[src/rtl/radiometer_pkg.sv]
`default_nettype none
// ============================================================================
// Package : radiometer_pkg
// Purpose : Types, constants and the saturating-add helper used by the
//           Dicke switch demodulator.
// Revision: 1.0 - initial release
// ============================================================================
package radiometer_pkg;

  // Demodulation phase as carried by the demod reference.
  typedef enum logic {
    PH_REF = 1'b0,
    PH_ANT = 1'b1
  } phase_e;

  // Default system clock rate.
  localparam int unsigned CLK_HZ = 100_000_000;

  // Working width of sat_add. Callers zero-extend operands and limit to it.
  localparam int SAT_W = 64;

  // Saturating add: returns {overflow, sum}, with sum clamped to lim.
  function automatic logic [SAT_W:0] sat_add(
    input logic [SAT_W-1:0] a,
    input logic [SAT_W-1:0] b,
    input logic [SAT_W-1:0] lim
  );
    logic [SAT_W:0] s;
    s = {1'b0, a} + {1'b0, b};
    if (s > {1'b0, lim}) begin
      sat_add = {1'b1, lim};
    end else begin
      sat_add = {1'b0, s[SAT_W-1:0]};
    end
  endfunction

endpackage
`default_nettype wire

[src/rtl/switch_phase_gen.sv]
`default_nettype none
// ============================================================================
// Module  : switch_phase_gen
// Purpose : Dicke switch timing. Produces the switch drive, the lagged
//           demod reference, the post-edge blanking window and a strobe on
//           every demod 0->1 edge that closes a switch period.
// Ports   : clk        in  system clock
//           clr_n      in  asynchronous active-low reset
//           enable     in  run; low parks the switch on the reference
//           switch_pwm out switch drive, 1 = antenna
//           demod      out switch_pwm delayed DEMOD_LAG cycles
//           blank      out samples must be discarded
//           period_end out demod rising edge (not the first after enable)
// Revision: 1.0 - initial release
// ============================================================================
module switch_phase_gen #(
  parameter int HALF_PERIOD  = 50000,
  parameter int DEMOD_LAG    = 0,
  parameter int BLANK_CYCLES = 5000
) (
  input  logic clk,
  input  logic clr_n,
  input  logic enable,
  output logic switch_pwm,
  output logic demod,
  output logic blank,
  output logic period_end
);

  localparam int PH_W = $clog2(HALF_PERIOD);
  localparam int BL_W = (BLANK_CYCLES > 1) ? $clog2(BLANK_CYCLES) : 1;
  localparam logic [PH_W-1:0] c_PH_LAST = PH_W'(HALF_PERIOD - 1);
  localparam logic [BL_W-1:0] c_BLANK_LOAD =
    (BLANK_CYCLES > 0) ? BL_W'(BLANK_CYCLES - 1) : '0;
  localparam logic c_HAS_BLANK = (BLANK_CYCLES > 0);

  logic [PH_W-1:0] r_ph_cnt;
  logic            r_pwm;
  logic            r_run;
  logic            r_demod_d;
  logic            r_armed;
  logic [BL_W-1:0] r_blank_cnt;
  logic            r_live;
  logic            w_demod;
  logic            w_edge;

  // Phase counter and switch drive. The first enabled clock starts the
  // antenna half; each half lasts HALF_PERIOD clocks.
  always_ff @(posedge clk or negedge clr_n) begin
    if (!clr_n) begin
      r_ph_cnt <= '0;
      r_pwm    <= 1'b0;
      r_run    <= 1'b0;
      r_live   <= 1'b0;
    end else begin
      r_live <= 1'b1;
      if (!enable) begin
        r_run    <= 1'b0;
        r_ph_cnt <= '0;
        r_pwm    <= 1'b0;
      end else if (!r_run) begin
        r_run    <= 1'b1;
        r_ph_cnt <= '0;
        r_pwm    <= 1'b1;
      end else if (r_ph_cnt == c_PH_LAST) begin
        r_ph_cnt <= '0;
        r_pwm    <= ~r_pwm;
      end else begin
        r_ph_cnt <= r_ph_cnt + 1'b1;
      end
    end
  end

  // Lag line models front-end plus ADC latency.
  if (DEMOD_LAG == 0) begin : g_no_lag
    assign w_demod = r_pwm;
  end else begin : g_lag
    logic [DEMOD_LAG-1:0] r_lag;
    always_ff @(posedge clk or negedge clr_n) begin
      if (!clr_n) begin
        r_lag <= '0;
      end else if (!enable) begin
        r_lag <= '0;
      end else begin
        r_lag[0] <= r_pwm;
        for (int i = 1; i < DEMOD_LAG; i++) begin
          r_lag[i] <= r_lag[i-1];
        end
      end
    end
    assign w_demod = r_lag[DEMOD_LAG-1];
  end

  assign w_edge = w_demod ^ r_demod_d;

  // Edge tracking and blank window. r_armed marks that the demod reference
  // has made its first edge since enable.
  always_ff @(posedge clk or negedge clr_n) begin
    if (!clr_n) begin
      r_demod_d   <= 1'b0;
      r_armed     <= 1'b0;
      r_blank_cnt <= '0;
    end else if (!enable) begin
      r_demod_d   <= 1'b0;
      r_armed     <= 1'b0;
      r_blank_cnt <= '0;
    end else begin
      r_demod_d <= w_demod;
      if (w_edge) begin
        r_armed     <= 1'b1;
        r_blank_cnt <= c_BLANK_LOAD;
      end else if (r_blank_cnt != '0) begin
        r_blank_cnt <= r_blank_cnt - 1'b1;
      end
    end
  end

  assign switch_pwm = r_pwm;
  assign demod      = w_demod;
  // r_live holds blank low while in reset.
  assign blank      = r_live & (~enable | ~r_armed |
                      (c_HAS_BLANK & (w_edge | (r_blank_cnt != '0))));
  assign period_end = enable & r_armed & w_demod & ~r_demod_d;

endmodule
`default_nettype wire

[src/rtl/dicke_switch_demod.sv]
`default_nettype none
// ============================================================================
// Module  : dicke_switch_demod
// Purpose : Dicke switch generator and synchronous demodulator. Accumulates
//           ADC samples into antenna/reference sums over INTEG_PERIODS
//           switch periods and latches the results.
// Ports   : clk, clr_n (async active-low), enable, adc_data, adc_valid
//           switch_pwm, demod, blank       switch timing
//           ant_sum, ref_sum, ant_cnt, ref_cnt, overflow  latched results
//           result_valid                   one-cycle pulse on result update
// Revision: 1.0 - initial release
// ============================================================================
module dicke_switch_demod
  import radiometer_pkg::*;
#(
  parameter int HALF_PERIOD   = 50000,
  parameter int DEMOD_LAG     = 0,
  parameter int BLANK_CYCLES  = 5000,
  parameter int INTEG_PERIODS = 100,
  parameter int ADC_W         = 12,
  parameter int ACC_W         = 32,
  parameter int CNT_W         = 24
) (
  input  logic             clk,
  input  logic             clr_n,
  input  logic             enable,
  input  logic [ADC_W-1:0] adc_data,
  input  logic             adc_valid,
  output logic             switch_pwm,
  output logic             demod,
  output logic             blank,
  output logic [ACC_W-1:0] ant_sum,
  output logic [ACC_W-1:0] ref_sum,
  output logic [CNT_W-1:0] ant_cnt,
  output logic [CNT_W-1:0] ref_cnt,
  output logic             result_valid,
  output logic             overflow
);

  localparam int PC_W = $clog2(INTEG_PERIODS + 1);
  localparam logic [PC_W-1:0]  c_PC_LAST = PC_W'(INTEG_PERIODS - 1);
  localparam logic [SAT_W-1:0] c_ACC_MAX = (SAT_W'(1) << ACC_W) - SAT_W'(1);
  localparam logic [SAT_W-1:0] c_CNT_MAX = (SAT_W'(1) << CNT_W) - SAT_W'(1);

  logic             w_period_end;
  logic             w_accept;
  phase_e           w_phase;
  logic [ACC_W-1:0] w_sum_cur;
  logic [CNT_W-1:0] w_cnt_cur;
  logic [SAT_W:0]   w_sum_add;
  logic [SAT_W:0]   w_cnt_add;
  logic             w_sum_ovf;
  logic             w_cnt_ovf;
  logic [ACC_W-1:0] w_sum_new;
  logic [CNT_W-1:0] w_cnt_new;

  logic [ACC_W-1:0] r_ant_acc, r_ref_acc;
  logic [CNT_W-1:0] r_ant_n, r_ref_n;
  logic             r_ovf;
  logic [PC_W-1:0]  r_per_cnt;
  logic [ACC_W-1:0] r_ant_sum_q, r_ref_sum_q;
  logic [CNT_W-1:0] r_ant_cnt_q, r_ref_cnt_q;
  logic             r_ovf_q;
  logic             r_rv;

  switch_phase_gen #(
    .HALF_PERIOD (HALF_PERIOD),
    .DEMOD_LAG   (DEMOD_LAG),
    .BLANK_CYCLES(BLANK_CYCLES)
  ) u_phase (
    .clk       (clk),
    .clr_n     (clr_n),
    .enable    (enable),
    .switch_pwm(switch_pwm),
    .demod     (demod),
    .blank     (blank),
    .period_end(w_period_end)
  );

  assign w_phase  = phase_e'(demod);
  assign w_accept = adc_valid & ~blank & enable;

  // Only one phase accumulates per cycle, so one saturating adder pair
  // serves both accumulators.
  assign w_sum_cur = (w_phase == PH_ANT) ? r_ant_acc : r_ref_acc;
  assign w_cnt_cur = (w_phase == PH_ANT) ? r_ant_n   : r_ref_n;
  assign w_sum_add = sat_add(SAT_W'(w_sum_cur), SAT_W'(adc_data), c_ACC_MAX);
  assign w_cnt_add = sat_add(SAT_W'(w_cnt_cur), SAT_W'(1), c_CNT_MAX);
  // Bits above the target width are zero after clamping; folding them in
  // keeps the whole adder result meaningful.
  assign w_sum_ovf = w_sum_add[SAT_W] | (|(w_sum_add[SAT_W-1:0] & ~c_ACC_MAX));
  assign w_cnt_ovf = w_cnt_add[SAT_W] | (|(w_cnt_add[SAT_W-1:0] & ~c_CNT_MAX));
  assign w_sum_new = w_sum_add[ACC_W-1:0];
  assign w_cnt_new = w_cnt_add[CNT_W-1:0];

  always_ff @(posedge clk or negedge clr_n) begin
    if (!clr_n) begin
      r_ant_acc   <= '0;
      r_ref_acc   <= '0;
      r_ant_n     <= '0;
      r_ref_n     <= '0;
      r_ovf       <= 1'b0;
      r_per_cnt   <= '0;
      r_ant_sum_q <= '0;
      r_ref_sum_q <= '0;
      r_ant_cnt_q <= '0;
      r_ref_cnt_q <= '0;
      r_ovf_q     <= 1'b0;
      r_rv        <= 1'b0;
    end else begin
      r_rv <= 1'b0;
      if (!enable) begin
        // Partial integration is dropped; latched results are kept.
        r_ant_acc <= '0;
        r_ref_acc <= '0;
        r_ant_n   <= '0;
        r_ref_n   <= '0;
        r_ovf     <= 1'b0;
        r_per_cnt <= '0;
      end else if (w_period_end && (r_per_cnt == c_PC_LAST)) begin
        r_ant_sum_q <= r_ant_acc;
        r_ref_sum_q <= r_ref_acc;
        r_ant_cnt_q <= r_ant_n;
        r_ref_cnt_q <= r_ref_n;
        r_ovf_q     <= r_ovf;
        r_rv        <= 1'b1;
        r_ant_acc   <= '0;
        r_ref_acc   <= '0;
        r_ant_n     <= '0;
        r_ref_n     <= '0;
        r_ovf       <= 1'b0;
        r_per_cnt   <= '0;
      end else begin
        if (w_period_end) begin
          r_per_cnt <= r_per_cnt + 1'b1;
        end
        if (w_accept) begin
          if (w_phase == PH_ANT) begin
            r_ant_acc <= w_sum_new;
            r_ant_n   <= w_cnt_new;
          end else begin
            r_ref_acc <= w_sum_new;
            r_ref_n   <= w_cnt_new;
          end
          r_ovf <= r_ovf | w_sum_ovf | w_cnt_ovf;
        end
      end
    end
  end

  assign ant_sum      = r_ant_sum_q;
  assign ref_sum      = r_ref_sum_q;
  assign ant_cnt      = r_ant_cnt_q;
  assign ref_cnt      = r_ref_cnt_q;
  assign overflow     = r_ovf_q;
  assign result_valid = r_rv;

endmodule
`default_nettype wire

[config.mk]
export PLATFORM = sky130hd
export DESIGN_NAME = dicke_switch_demod
export DESIGN_NICKNAME = d
export VERILOG_FILES = /design/src/rtl/radiometer_pkg.sv /design/src/rtl/switch_phase_gen.sv /design/src/rtl/dicke_switch_demod.sv
export SDC_FILE = /design/constraint.sdc
export NUM_CORES = 1
export LEC_CHECK = 0
export CORE_MARGIN = 5
export CORE_UTILIZATION = 62
export DETAILED_ROUTE_END_ITERATION = 16
export PLACE_DENSITY_LB_ADDON = 0.2
export SLEW_MARGIN = 5
export SYNTH_ARGS = -nofsm -noshare
export SYNTH_HDL_FRONTEND = slang
export SYNTH_HIERARCHICAL = 1
export SYNTH_SLANG_ARGS = --single-unit
[constraint.sdc]
create_clock -name clk -period 14.4 [get_ports clk]
set_input_delay 2.88 -clock clk [delete_from_list [all_inputs] [get_ports clk]]
set_output_delay 2.88 -clock clk [all_outputs]
set_load 0.05 [all_outputs]
==> metrics.txt, run 1 <==
Synth Area in Adders 0.0185; max incr delay on CP 850 ps; crit-path most repeated cell clkdlybuf4s50_1; Max Slew Vio Count 0; Boundary Pins 133; vias post-DR 10,156; iteration count of the initial detailed-routing pass 5; Via-to-Cell Ratio 6.32; status completed; Max Cap Viol 0; P per Cell Area 104 mW/mm2; Synth Area in Simple Gates 0.133; CTS clock-pin slew for the worst setup and hold paths 60 ps; final setup margin 6440 ps; asr flop ratio synth 1.00; Overflow after GRT 0; largest net degree at the start of global routing 120; sw power 0.398 mW; CTS tree done; CP required 11,520 ps; Mapped Area 0.0132 mm2; die width 156 um; Tmin final 7960 ps; DRC viols 0; Syn. warnings 6; class of the worst hold path flop to flop; Port Buf Inserts 132; GP Congestion 0.897; Rel. slew slack 0.197; largest family of logic cells by synthesized area compound AO/OA/AOI/OAI gates; setup TNS 0 ps; internal cell power 1.22 mW; clock power share 0.420; syn avg cell area 10.9 um2; Hold Fails Final Rpt 0; XOR/XNOR Fraction of Synth Area 0.0397; fmax 126 MHz; die height 156 um; Critical Path Fanout Max 20; proportion of synthesized area in mux cells 0.127; Inserted Diodes 0; sequential-to-total area share from yosys stat 0.506; Clock Latency Late Sink 530 ps; Leak 6.75 nW; transition time of the tightest slew-check pin 1200 ps; cts hold-fix bufs 0; most common cell after layout, fill and taps aside dfrtp_1; initial antenna violation count 0; DP HPWL 20.0 mm; Total GRT Usage 0.258; Slowest-stage cell, CP clkdlybuf4s50_1; area fraction in compound gates after synthesis 0.144; clock buffer depth 3; post-synthesis cell count 1,217; CTS Buf Count 27; Sw Ratio 0.246; routed length per instance 19.3 um; area of the multi-input gates 0.00615 mm2; post-synth cell types 78; Post-synth EDFFs 0; fraction of layout cells with a size suffix above 1 0.152; CTS sink cnt 268; FF/Latch Area 0.00671 mm2; number of global-route vias before repair 10,032; Net count, final 1,351; Die ar. 0.0244 mm2; ys flop type dfrtp_1; Site Rows 53; Clock Root Buffer clkbuf_16; syn_nets 1,252; Antenna Nets Post-Route 0; #FFs+latches synth 268; DR iter-0 viols 801; crit path launch type primary input; Max VDD drop 0.0000987 V; worst-path cell chain clkdlybuf4s50_1, and2_1, a31oi_1, clkdlybuf4s50_1; critical path class primary input to output port; Setup WS pre-CTS 6430 ps; Max H-tree Level 1; fillers 1,456; period utilization 0.553; CP endpoint kind output port; routed wire length 31.0 mm; Setup-failing EPs final 0; postcts setup bufs 0; Comb power frac 0.089; Seq pwr share 0.492; Syn-to-layout area delta 17.2%; clk_skew 11.5 ps; global-route wire length before repair 52.2 mm; commonest non-fill, non-tap cells in the layout 267 x dfrtp_1, 131 x clkdlybuf4s50_1, 128 x mux2_2, 111 x nor2_1, 66 x o21ai_0; post-CTS sizing 0; Starting Density 0.630; core area 0.0210 mm2; RSZ-0062 raised after global routing false; Worst EP arrival 5080 ps
## worst paths after layout
path / slack [ps] / start / depth (start not counted) / end
setup reg to reg: 9490 / u_phase/demod / 13 / r_ant_acc[31]
hold reg to reg: 440 / u_phase/r_run / 1 / u_phase/demod
min in group asynchronous: 2360 / clr_n / 1 / u_phase/r_blank_cnt[11]
hold / removal: 440 / u_phase/r_run / 1 / u_phase/demod
setup / recovery: 6440 / enable / 4 / blank
max in group asynchronous: 9710 / clr_n / 3 / r_ant_n[23]
## per-layer routing
metal | GRT usage | vias to the layer above | share of wire
li1 | - | 4705 | -
met1 | 0.370 | 5052 | 0.44
met2 | 0.414 | 359 | 0.48
met3 | 0.0449 | 40 | 0.067
met4 | 0.0620 | 0 | 0.016
met5 | 0 | - | 0
## final cells by class
class | instances | area share
tap | 275 | 0.0222
clock buffer | 39 | 0.0509
clock inverter | 7 | 0.00411
timing repair buffer | 142 | 0.0903
multi-input combinational | 860 | 0.396
sequential | 268 | 0.432
inverter | 17 | 0.00411
## registers in the layout (all words and copies together), names as in the netlist, 7 cells and up
name,flops
u_phase/r_blank_cnt,13
r_ant_n,24
r_ref_acc,32
r_ant_acc,32
ref_cnt,24
r_ref_n,24
u_phase/r_ph_cnt,16
ant_cnt,24
ant_sum,32
r_per_cnt,7
ref_sum,32
## per-stage QoR
| stage | area, um2 | power, mW | instances | utilization | hold slack, ps |
|---|---|---|---|---|---|
| final | 15500 | 1.62 | 1608 | 0.738 | 437 |
| after global routing | 15500 | 1.68 | 1608 | 0.738 | 458 |
| after detailed placement | 14700 | 0.951 | 1562 | 0.698 | 427 |
| after CTS | 15500 | 1.63 | 1608 | 0.738 | 435 |
| after global placement | 14700 | 0.946 | 1562 | 0.698 | 425 |
| after floorplan | 13200 | 0.904 | 1217 | - | 419 |
## Yosys cell counts, types with 26 or more instances
cell      number  share of area
a31oi_1       39          0.018
xor2_1        31          0.020
dfrtp_1      268           0.51
clkbuf_1      47          0.013
xnor2_1       29          0.019
o21ai_0       66          0.025
a311oi_1      26          0.017
nand2_1       48          0.014
a21oi_1       55          0.021
mux2_2       128           0.11
a211oi_1      37          0.021
nor2_1       112          0.032
nand3_1       42          0.016
## power groups by stage
stage,Combinational (mW),Clock (mW),Sequential [mW]
final,0.144,0.680,0.796
after global placement,0.138,0,0.808
after floorplan,0.104,0,0.800
after detailed placement,0.142,0,0.809
after CTS,0.144,0.691,0.796
after global routing,0.160,0.721,0.799
## critical path: cells and delay by family
kind | cells | cell delay (ps)
buffers and inverters | 2 | 1610
AND/OR/NAND/NOR | 1 | 340
AO/OA/AOI/OAI | 1 | 240
## cells by family after synthesis
group,after synthesis
AND/OR/NAND/NOR,336
buffers and inverters,89
multiplexers,152
flip-flops,268
other,1
AO/OA/AOI/OAI,292
XOR/XNOR,60
adder cells (fa/ha/maj),19
Note: power is estimated with default switching activity, not from simulation.
==> run 2: changes to the inputs <==
--- a/config.mk
+++ b/config.mk
@@ -6,7 +6,7 @@
 export NUM_CORES = 1
 export LEC_CHECK = 0
 export CORE_MARGIN = 5
-export CORE_UTILIZATION = 62
+export CORE_UTILIZATION = 58
 export DETAILED_ROUTE_END_ITERATION = 16
 export PLACE_DENSITY_LB_ADDON = 0.2
 export SLEW_MARGIN = 5
==> constraint.sdc (replaced) <==
create_clock -name clk -period 7.9 [get_ports clk]
set_input_delay 1.58 -clock clk [delete_from_list [all_inputs] [get_ports clk]]
set_output_delay 1.58 -clock clk [all_outputs]
set_load 0.05 [all_outputs]
==> run 2 against run 1 <==
Design area rose by 0.88%; sequential power is 82% higher; highest routed layer unchanged; count of clock-buffer cells in the layout up 2; routed wire length rose by 1.2%; core utilization decreased by 4.5 points; die area is 6.4% higher; critical path type is now flop to output port.
==> metrics.txt, run 2 (same netlist as run 1, synthesis figures left out) <==
critical path class flop to output port; Slowest-stage cell, CP clkdlybuf4s50_1; Port Buf Inserts 132 (unchanged); Tot Pwr 3.08 mW (+90%); clk_skew 13.7 ps (+2.26 ps); FF/Latch Area 0.00671 mm2 (unchanged); Critical Path Fanout Max 84 (+320%); RSZ-0062 raised after global routing false; Critical Path End blank; Overflow after GRT 0 (unchanged); Net count, final 1,351 (unchanged); fmax 190 MHz; Inserted Diodes 0 (unchanged); CTS Buf Count 28 (+3.7%); routed length per instance 19.3 um (+0.26%); number of global-route vias before repair 9,935 (-0.97%); Leak 6.81 nW (+0.83%); final instance area 0.0157 mm2 (+0.88%); area of the multi-input gates 0.00615 mm2 (unchanged); non-filler cells in the finished layout 1,623 (+0.93%); status completed; Crit path max-delay family buffers and inverters; Rel. slew slack 0.263 (+0.0665); post-CTS sizing 0 (unchanged); setup TNS 0 ps (unchanged); Max Cap Viol 0 (unchanged); CTS sink cnt 268 (unchanged); Die ar. 0.0260 mm2 (+6.4%); transition time of the tightest slew-check pin 1100 ps (-97.9 ps); crit path launch type flop; worst reg2reg startpoint u_phase/demod; routed wire length 31.4 mm (+1.2%); Setup-failing EPs final 0 (unchanged); Via-to-Cell Ratio 6.24 (-1.2%); Antenna Nets Post-Route 0 (unchanged); DR iter-0 viols 991 (+24%); initial antenna violation count 0 (unchanged); postcts setup bufs 0 (unchanged); die width 161 um (+3.2%); P per Cell Area 197 mW/mm2 (+88%); period utilization 0.667; fraction of layout cells with a size suffix above 1 0.155 (+0.00317); Tmin final 5270 ps; clock buffer depth 3 (unchanged); buffer and inverter count on the worst path 2 (unchanged); largest net degree at the start of global routing 162 (+35%); die height 161 um (+3.2%); hold path cells 1 (unchanged); Site Rows 55 (+3.8%); core area 0.0226 mm2 (+7.4%); Worst path depth 5 (+1); vias post-DR 10,126 (-0.30%); Clock Latency Late Sink 540 ps (about the same); CTS clock-pin slew for the worst setup and hold paths 60 ps (about the same); Clock Root Buffer clkbuf_16; Boundary Pins 133 (unchanged); CTS tree done; Starting Density 0.587 (-0.0433); R2R Setup Slk 3160 ps (-6330 ps); CP startpoint u_phase/demod; R2R depth 9 (-4); Max VDD drop 0.000146 V (+48%); global-route wire length before repair 52.2 mm (+0.13%); cts hold-fix bufs 0 (unchanged); hold slack 445 ps (+7.96 ps); GP Congestion 0.870 (-3.0%); Worst EP arrival 3690 ps (-1390 ps); DP HPWL 20.7 mm (+3.2%); Hold Fails Final Rpt 0 (unchanged); Placement Cell Area 0.0147 mm2 (+0.12%); CP endpoint kind output port; Max H-tree Level 1 (unchanged); max incr delay on CP 880 ps (+30 ps); iteration count of the initial detailed-routing pass 5 (unchanged); fillers 1,650 (+13%); class of the worst hold path flop to flop; Worst R2R End r_ant_acc[31]; commonest non-fill, non-tap cells in the layout 267 x dfrtp_1, 131 x clkdlybuf4s50_1, 128 x mux2_2, 111 x nor2_1, 66 x o21ai_0; CP required 6320 ps (-5200 ps); most common cell after layout, fill and taps aside dfrtp_1; Total GRT Usage 0.240 (-0.0180); Max Slew Vio Count 0 (unchanged); Syn-to-layout area delta 18.2%; dpl cells 1,571 (+0.58%); worst-path cell chain buf_4, xnor2_1, and2_1, a31oi_1, clkdlybuf4s50_1; DRC viols 0 (unchanged)
run 2: cell count changes in the layout (fill, tap and decap cells not counted):
cell / before / now
clkbuf_16: 27 / 29
buf_4: 10 / 8
clkinvlp_4: 0 / 1
buf_12: 0 / 1
clkinv_4: 1 / 0
clkinv_2: 5 / 7
bufinv_16: 1 / 3
run 2: cell type report:
class | instances | area share
timing repair buffer | 141 | 0.0898
tap | 285 | 0.0228
sequential | 268 | 0.428
multi-input combinational | 860 | 0.393
clock buffer | 41 | 0.0537
inverter | 17 | 0.00407
clock inverter | 11 | 0.00847
run 2: where the power goes:
group / switching, mW / internal, mW / total, mW
registers: 0.0458 / 1.41 / 1.45
logic: 0.164 / 0.100 / 0.264
clock network: 0.530 / 0.833 / 1.36
total: 0.740 / 2.34 / 3.08
run 2: per-stage QoR:
step	setup slack, ps	utilization
after floorplan	3020	-
after global placement	2500	0.651
after detailed placement	2400	0.651
after CTS	2570	0.694
after global routing	2450	0.694
final	2630	0.694
run 2: how the worst min path moves through the flow:
stage,startpoint,end,slack [ps]
after detailed placement,u_phase/r_run,u_phase/demod,440
final,u_phase/r_run,u_phase/demod,450
after global routing,u_phase/r_run,u_phase/demod,460
after floorplan,u_phase/r_run,u_phase/demod,420
after global placement,u_phase/r_run,u_phase/demod,440
after CTS,u_phase/r_run,u_phase/demod,440
run 2: routing by layer:
metal / part of all wire / GRT usage
met5: 0 / 0
met4: 0.013 / 0.0508
met3: 0.063 / 0.0370
met2: 0.46 / 0.378
met1: 0.46 / 0.356
